`src/rtl/score_keeper.sv`:
```
// score_keeper: pong match flow, scores and ball serve control.
// Sits between the ball/collision logic and the score display.
//
// Ports:
//   clk        system clock
//   reset      synchronous, active-high
//   goal_p1    1-cycle pulse, p1 scores
//   goal_p2    1-cycle pulse, p2 scores
//   start      raw start button (async level)
//   score_p1   registered p1 score
//   score_p2   registered p2 score
//   game_over  high while the match is over
//   ball_reset high while the ball is parked at centre
//   serve      1-cycle pulse, launch the ball
//   serve_dir  1 = toward p2 (right), 0 = toward p1 (left)
module score_keeper #(
    parameter int WIN_SCORE   = 9,
    parameter int HOLD_CYCLES = 1024
) (
    input  logic       clk,
    input  logic       reset,
    input  logic       goal_p1,
    input  logic       goal_p2,
    input  logic       start,
    output logic [3:0] score_p1,
    output logic [3:0] score_p2,
    output logic       game_over,
    output logic       ball_reset,
    output logic       serve,
    output logic       serve_dir
);

    localparam int CW = $clog2(HOLD_CYCLES + 1);
    localparam logic [CW-1:0] HOLD_LOAD = CW'(HOLD_CYCLES - 1);
    localparam logic [3:0]    WIN       = 4'(WIN_SCORE);

    typedef enum logic [1:0] {
        IDLE,
        HOLD,
        PLAY,
        OVER
    } state_t;

    // ------------------------------------------------------------
    // Start button: synchroniser and rising-edge detector.
    // All three flops reset to 1 so a button held through reset
    // looks like "already pressed" and needs a release first.
    // ------------------------------------------------------------
    logic sync1_q;
    logic sync2_q;
    logic prev_q;
    logic edge_q;

    always_ff @(posedge clk) begin
        if (reset) begin
            sync1_q <= 1'b1;
            sync2_q <= 1'b1;
            prev_q  <= 1'b1;
            edge_q  <= 1'b0;
        end else begin
            sync1_q <= start;
            sync2_q <= sync1_q;
            prev_q  <= sync2_q;
            edge_q  <= sync2_q & ~prev_q;
        end
    end

    // ------------------------------------------------------------
    // Match state machine
    // ------------------------------------------------------------
    state_t        state_q;
    state_t        state_d;
    logic [CW-1:0] cnt_q;
    logic [CW-1:0] cnt_d;
    logic [3:0]    p1_q;
    logic [3:0]    p1_d;
    logic [3:0]    p2_q;
    logic [3:0]    p2_d;
    logic          dir_q;
    logic          dir_d;
    logic          over_q;
    logic          over_d;
    logic          park_q;
    logic          park_d;
    logic          serve_q;
    logic          serve_d;

    logic [3:0]    p1_inc;
    logic [3:0]    p2_inc;

    assign p1_inc = p1_q + 4'd1;
    assign p2_inc = p2_q + 4'd1;

    always_comb begin
        state_d = state_q;
        cnt_d   = cnt_q;
        p1_d    = p1_q;
        p2_d    = p2_q;
        dir_d   = dir_q;

        unique case (state_q)
            IDLE: begin
                if (edge_q) begin
                    state_d = HOLD;
                    cnt_d   = HOLD_LOAD;
                end
            end

            HOLD: begin
                if (cnt_q == '0) begin
                    state_d = PLAY;
                end else begin
                    cnt_d = cnt_q - CW'(1);
                end
            end

            PLAY: begin
                if (goal_p1 && goal_p2) begin
                    // Simultaneous goals: point is replayed.
                    state_d = HOLD;
                    cnt_d   = HOLD_LOAD;
                end else if (goal_p1) begin
                    p1_d  = p1_inc;
                    dir_d = 1'b1;
                    if (p1_inc == WIN) begin
                        state_d = OVER;
                    end else begin
                        state_d = HOLD;
                        cnt_d   = HOLD_LOAD;
                    end
                end else if (goal_p2) begin
                    p2_d  = p2_inc;
                    dir_d = 1'b0;
                    if (p2_inc == WIN) begin
                        state_d = OVER;
                    end else begin
                        state_d = HOLD;
                        cnt_d   = HOLD_LOAD;
                    end
                end
            end

            OVER: begin
                if (edge_q) begin
                    p1_d    = 4'd0;
                    p2_d    = 4'd0;
                    dir_d   = ~dir_q;
                    state_d = HOLD;
                    cnt_d   = HOLD_LOAD;
                end
            end

            default: begin
                state_d = IDLE;
            end
        endcase
    end

    // Outputs are registered from the next state so they line up
    // with the state they describe.
    always_comb begin
        over_d  = (state_d == OVER);
        park_d  = (state_d != PLAY);
        serve_d = (state_d == PLAY) && (state_q != PLAY);
    end

    always_ff @(posedge clk) begin
        if (reset) begin
            state_q <= IDLE;
            cnt_q   <= '0;
            p1_q    <= 4'd0;
            p2_q    <= 4'd0;
            dir_q   <= 1'b0;
            over_q  <= 1'b0;
            park_q  <= 1'b1;
            serve_q <= 1'b0;
        end else begin
            state_q <= state_d;
            cnt_q   <= cnt_d;
            p1_q    <= p1_d;
            p2_q    <= p2_d;
            dir_q   <= dir_d;
            over_q  <= over_d;
            park_q  <= park_d;
            serve_q <= serve_d;
        end
    end

    assign score_p1   = p1_q;
    assign score_p2   = p2_q;
    assign game_over  = over_q;
    assign ball_reset = park_q;
    assign serve      = serve_q;
    assign serve_dir  = dir_q;

endmodule

```
`config.mk`:
```
export PLATFORM = sky130hd
export DESIGN_NAME = score_keeper
export DESIGN_NICKNAME = d
export VERILOG_FILES = /design/src/rtl/score_keeper.sv
export SDC_FILE = /design/constraint.sdc
export NUM_CORES = 1
export LEC_CHECK = 0
export CAP_MARGIN = 20
export CORE_ASPECT_RATIO = 1.4
export CORE_UTILIZATION = 32
export CTS_CLUSTER_DIAMETER = 100
export CTS_CLUSTER_SIZE = 30
export DETAILED_ROUTE_END_ITERATION = 10
export DONT_BUFFER_PORTS = 1
export PLACE_DENSITY = 0.52
export SLEW_MARGIN = 20
export SYNTH_ARGS = -nofsm -noshare
export SYNTH_HDL_FRONTEND = slang
export SYNTH_SLANG_ARGS = --single-unit
```
`constraint.sdc`:
```
create_clock -name clk -period 2.2 [get_ports clk]
set_input_delay 0.55 -clock clk [delete_from_list [all_inputs] [get_ports clk]]
set_output_delay 0.55 -clock clk [all_outputs]
set_load 0.05 [all_outputs]
```
=== Word level (Yosys, flattened, before mapping) ===
Cells that the tools add are included.

* Flip-flop bits (word level): 29
* Logic and storage cells: 77

* Bitwise logic cells: 3
* $add $sub $neg: 3
* Eq/ne operators: 20
* Muxes and demuxes: 29
* Reduce and logical (&&, ||, !) cells: 10

{| class="wikitable"
|+ Operators with widths
! operator !! count
|-
| two-way mux 11 bit || 7
|-
| case mux 11 bit (3 select lines) || 1
|-
| two-way mux 4 bit || 6
|-
| inequality test 2 bit, second input constant || 8
|-
| case mux 4 bit (2 select lines) || 2
|-
| two-way mux 2 bit || 7
|-
| inequality test 4 bit, second input constant || 3
|-
| zero test 11 bit || 1
|-
| subtractor 11 x 1 -> 11 bit, second input constant || 1
|-
| AND reduction 5 bit || 2
|-
| adder 4 x 1 -> 4 bit, second input constant || 2
|-
| equality test 2 bit, second input constant || 4
|-
| equality test 4 bit, second input constant || 2
|-
| AND reduction 4 bit || 2
|-
| case mux 2 bit (3 select lines) || 1
|-
| two-way mux 1 bit || 4
|-
| inequality test 3 bit, second input constant || 1
|-
| equality test 2 x 1 -> 1 bit, second input constant || 1
|-
| logical AND 1 bit || 2
|-
| zero test 2 bit || 1
|-
| inequality test 2 x 1 -> 1 bit, second input constant || 1
|-
| NOT 1 bit || 2
|-
| case mux 1 bit (2 select lines) || 1
|-
| nonzero test 2 bit || 1
|-
| 2 further kinds || 2
|}

=== Depth between registers and ports, before layout ===
* Word-level depth: 9
* Gate-level depth with buffers: 9
* Depth with buffers taken out: 8

=== Least setup slack after synthesis ===
No wires, ideal clock.

* Kind: register -> register
* Start: reg p1_q[0], in the netlist score_p1[0]
* End: reg cnt_q[1]
* Library setup time: 0.095 ns
* Stages on the path, launching flop included: 9
* Setup slack: -0.049 ns
* Clock period less this slack: 2.249 ns
* Path buffers: 1
* Data arrival time: 2.154 ns
* Required time: 2.105 ns
* Cells stage by stage: dfxtp_1 > ha_1 > nor2_1 > a21oi_1 > o21ai_0 > a221o_1 > clkbuf_1 > a21o_1 > a221oi_1

* Longest elaborated chain between the ends: 4

{| class="wikitable"
|+ RTL lines
! item !! line !! RTL
|-
| start: declaration || 75 || <nowiki>logic [3:0] p1_q;</nowiki>
|-
| start signal: assignment || 180 || <nowiki>p1_q <= p1_d;</nowiki>
|-
| adder 4 x 1 -> 4 bit || 91 || <nowiki>assign p1_inc = p1_q + 4'd1;</nowiki>
|-
| equality test 4 bit || 125 || <nowiki>if (p1_inc == WIN) begin</nowiki>
|-
| inequality test 4 bit (no line) || n/a ||
|-
| AND reduction 5 bit (no line) || n/a ||
|-
| end signal: assignment || 179 || <nowiki>cnt_q <= cnt_d;</nowiki>
|-
| end: declaration || 73 || <nowiki>logic [CW-1:0] cnt_q;</nowiki>
|}

No other way between the ends.
A chain may end at the register's enable or synchronous reset.

=== Worst setup path after layout ===
* Start: reg cnt_q[0]
* End: reg cnt_q[10]

* Longest elaborated chain between the ends: 3
* Elaborated cells on any way between the ends: 6

{| class="wikitable"
|+ RTL lines
! item !! line
|-
| subtractor 11 x 1 -> 11 bit / zero test 11 bit (equally long branches) || 113, 110
|-
| two-way mux 11 bit / inequality test 2 bit (equally long branches) || n/a
|-
| case mux 11 bit (3 select lines) / AND reduction 5 bit (equally long branches) || n/a
|}

Several ways; a longest one is shown, not always the timed one. The select of a mux whose other input is x is not followed.

==> run_results.csv <==
group,metric,value,unit
global_route,grt-ovfl-total,0,
logic_synthesis,syn_nets,210,
sta,worst_slew_margin_rel,0.618,
sta,rsz0062_at_grt,"true",
logic_synthesis,netlist_top_cells_count,"dfxtp_1, nor2_1, a21oi_1",
logic_synthesis,seq_area_frac_synth,0.364,
layout,n_antenna_cell,0,
global_route,grt_max_degree,30,
drt,dr.pass1.iters,4,
outcome,status,"finished, final reports clean",
clocking,tritoncts,"done",
logic_synthesis,synth_cells,197,
clocking,clock_sinks,29,
sta,fin_skew,0.00379,ns
worst_setup_path,reg2reg_depth,8,
logic_synthesis,synth.most_common_cell,"dfxtp_1",
sta,finalHoldViolCount,0,
sta,finalCriticalPeriod,2.16,ns
layout,final_util,0.398,
drt,vias,1434,
clocking,cts_buffer_depth,2,
sta,finalCritPeriodShare,0.982,
floorplanning,placementRows,30,
power,total_power,0.00114,W
sta,setup_viol,0,
sta,tns,0,ns
worst_setup_path,endpoint_kind,"flop",
logic_synthesis,ys_types,43,
drt,ant_nets,0,
min_path,min_from,"reset",
floorplanning,fp.dieW,61.7,um
worst_setup_path,r2r-start,"cnt_q[0]",
global_route,antenna_found_initial,0,
worst_setup_path,crit_type,"reg -> reg",
placed_design,portBuffers,0,
floorplanning,fp.dieArea,0.00528,sq mm
logic_synthesis,syn_avg_cell_area,8.10,sq um
drt,vias_per_cell,5.16,
layout,area_growth,20.0,%
drt,drtIter0Drc,34,
worst_setup_path,max_stage_delay,0.45,ns
sta,slew_violations,0,
layout,layout.nets,227,
placed_design,routabilityCongestion,0.692,
power,power.leakage,0.720,nW
worst_setup_path,crit_path_start_kind,"flop",
worst_setup_path,r2r_slack,0.04,ns
sta,worst_pin_slew,0.573,ns
floorplanning,die_y,85.5,um
logic_synthesis,synth_area,0.00160,sq mm
floorplanning,core,0.00480,sq mm
layout,fillers,521,
logic_synthesis,synth_flop_cell,"dfxtp_1",
clocking,cts_buffers,5,
min_path,holdPathStages,1,
clocking,clock-root-buffer,"clkbuf_8",
layout,drive_gt1_frac,0.215,
sta,holdWs,0.331,ns
clocking,clk_latency,0.28,ns
global_route,grt.total_usage,0.146,
global_route,grt_pass1_wl,5730,um
worst_setup_path,worst_path_max_delay_cell,"or4_4",
logic_synthesis,synth_area_leaders,"dfxtp_1, ha_1, a21oi_1, nand2b_1, nor2_1",
logic_synthesis,synth_area_leader_cell,"dfxtp_1",
global_route,grt_pass1_vias,1349,
worst_setup_path,cp_max_fo,5,
logic_synthesis,synth_top_area_frac,0.364,
job,cap_violations,0,
worst_setup_path,cp_num_buf_inv,1,
worst_setup_path,cp.required,2.37,ns
clocking,cts-hold-fix-buffers,0,
power,power_density,594,mW/mm^2
min_path,hold_path_end,"score_p2[0]",
floorplanning,ioPinCount,17,
worst_setup_path,arrival,2.34,ns
logic_synthesis,synthArstFlopShare,0,
clocking,htreeDepth,2,
drt,routed_wirelength,3610,um
worst_setup_path,critical-path-top-delay-family,"simple AND/OR/NAND/NOR gates",
logic_synthesis,yosys_warnings,0,
power,max-vdd-ir-drop,0.335,mV
sta,max_freq,463,MHz
drt,drc_errors,0,
worst_setup_path,r2r_end,"cnt_q[10]",
floorplanning,initial_core_util,0.332,
logic_synthesis,ys_ff_latch,29,
min_path,hp-class,"in -> reg",
drt,avgRoutedWirePerCell,13.0,um
clocking,clk_pin_slew,0.06,ns
logic_synthesis,synth_edf_count,0,
placed_design,dpl.hpwl,2620,um
worst_setup_path,path_cells,"inv_2 > ha_4 > or3b_4 > or4_4 > or2_1 > or3_1 > a21oi_1 > nor3b_1",
==> worst max path at each step <==
stage / from / end / slack, ns / depth (start not counted)
after floorplan: cnt_q[0] / cnt_q[10] / -0.004 / 8
after global placement: cnt_q[1] / cnt_q[10] / 0.02 / 8
after detailed placement: cnt_q[1] / cnt_q[10] / -0.02 / 8
after CTS: cnt_q[1] / cnt_q[10] / 0.01 / 8
after global routing: cnt_q[0] / cnt_q[10] / -0.04 / 8
final: cnt_q[0] / cnt_q[10] / 0.04 / 8
==> state kept, by name, summed over array words and instances (netlist names), 2 cells and up <==
signal	count
score_p1	4
score_p2	4
cnt_q	11
state_q	2
==> placed cells by master, fill, tap and decap left out, types with 4 or more instances in the layout <==
cell type	n
nand2_1	10
o31ai_1	5
a21oi_1	17
dfxtp_1	24
inv_1	10
clkbuf_8	6
nor3_1	4
ha_1	7
a21o_1	4
dfxtp_2	5
nor2_1	20
buf_4	18
nand2b_1	12
o21ai_0	14
a211oi_1	4
or2_2	4
==> what timing repair did <==
item | CTS | global route
cloned | 0 | 0
buffers inserted | 0 | 1
endpoints found under the setup margin | 1 | 8
resized for setup | 0 | 9
pin swaps | 2 | 0
==> routing by layer <==
layer / wire [um] / track usage
met1: 1550 / 0.151
met2: 1900 / 0.267
met3: 103 / 0.0422
met4: 55 / 0.0505
met5: 0 / 0
==> cell type report <==
| class | count | area, sq um | area share |
|---|---|---|---|
| Timing Repair Buffer | 19 | 155 | 0.0810 |
| Clock buffer | 7 | 86.3 | 0.0451 |
| Tap cell | 64 | 80.1 | 0.0418 |
| Inverter | 12 | 45.0 | 0.0235 |
| Multi-Input combinational cell | 147 | 961 | 0.502 |
| Sequential cell | 29 | 587 | 0.307 |
==> worst reg2reg max path, stage by stage (launching register included) <==
cell and delay [ns]:
dfxtp_2 0.32, inv_2 0.07, ha_4 0.12, or3b_4 0.37
or4_4 0.45, or2_1 0.23, or3_1 0.31, a21oi_1 0.13
nor3b_1 0.06
==> per-stage QoR <==
step | cell area, sq um | cells | setup slack (ns)
CTS | 1870 | 277 | 0.0118
floorplan | 1600 | 197 | -0.00388
global placement | 1790 | 270 | 0.0216
global route | 1910 | 278 | -0.0400
detailed placement | 1790 | 270 | -0.0202
finish | 1910 | 278 | 0.0395
==> logic make-up (layout without fill, tap and decap cells) <==
group | count (synthesis) | after routing | share of synthesized area
AOI/OAI and AO/OA | 64 | 64 | 0.260
xor gates and xnor gates | 1 | 1 | 0.00549
buffers and inverters | 21 | 38 | 0.0541
DFF | 29 | 29 | 0.364
and+or+nand+nor | 74 | 74 | 0.253
adders and majority gates | 8 | 8 | 0.0627
==> power by group <==
group | internal, W | leakage, nW | switching, W
Combinational | 0.0000706 | 0.438 | 0.0000779
Sequential | 0.000537 | 0.237 | 0.0000111
Clock | 0.000248 | 0.0443 | 0.000193
(Power assumes the default switching activity.)
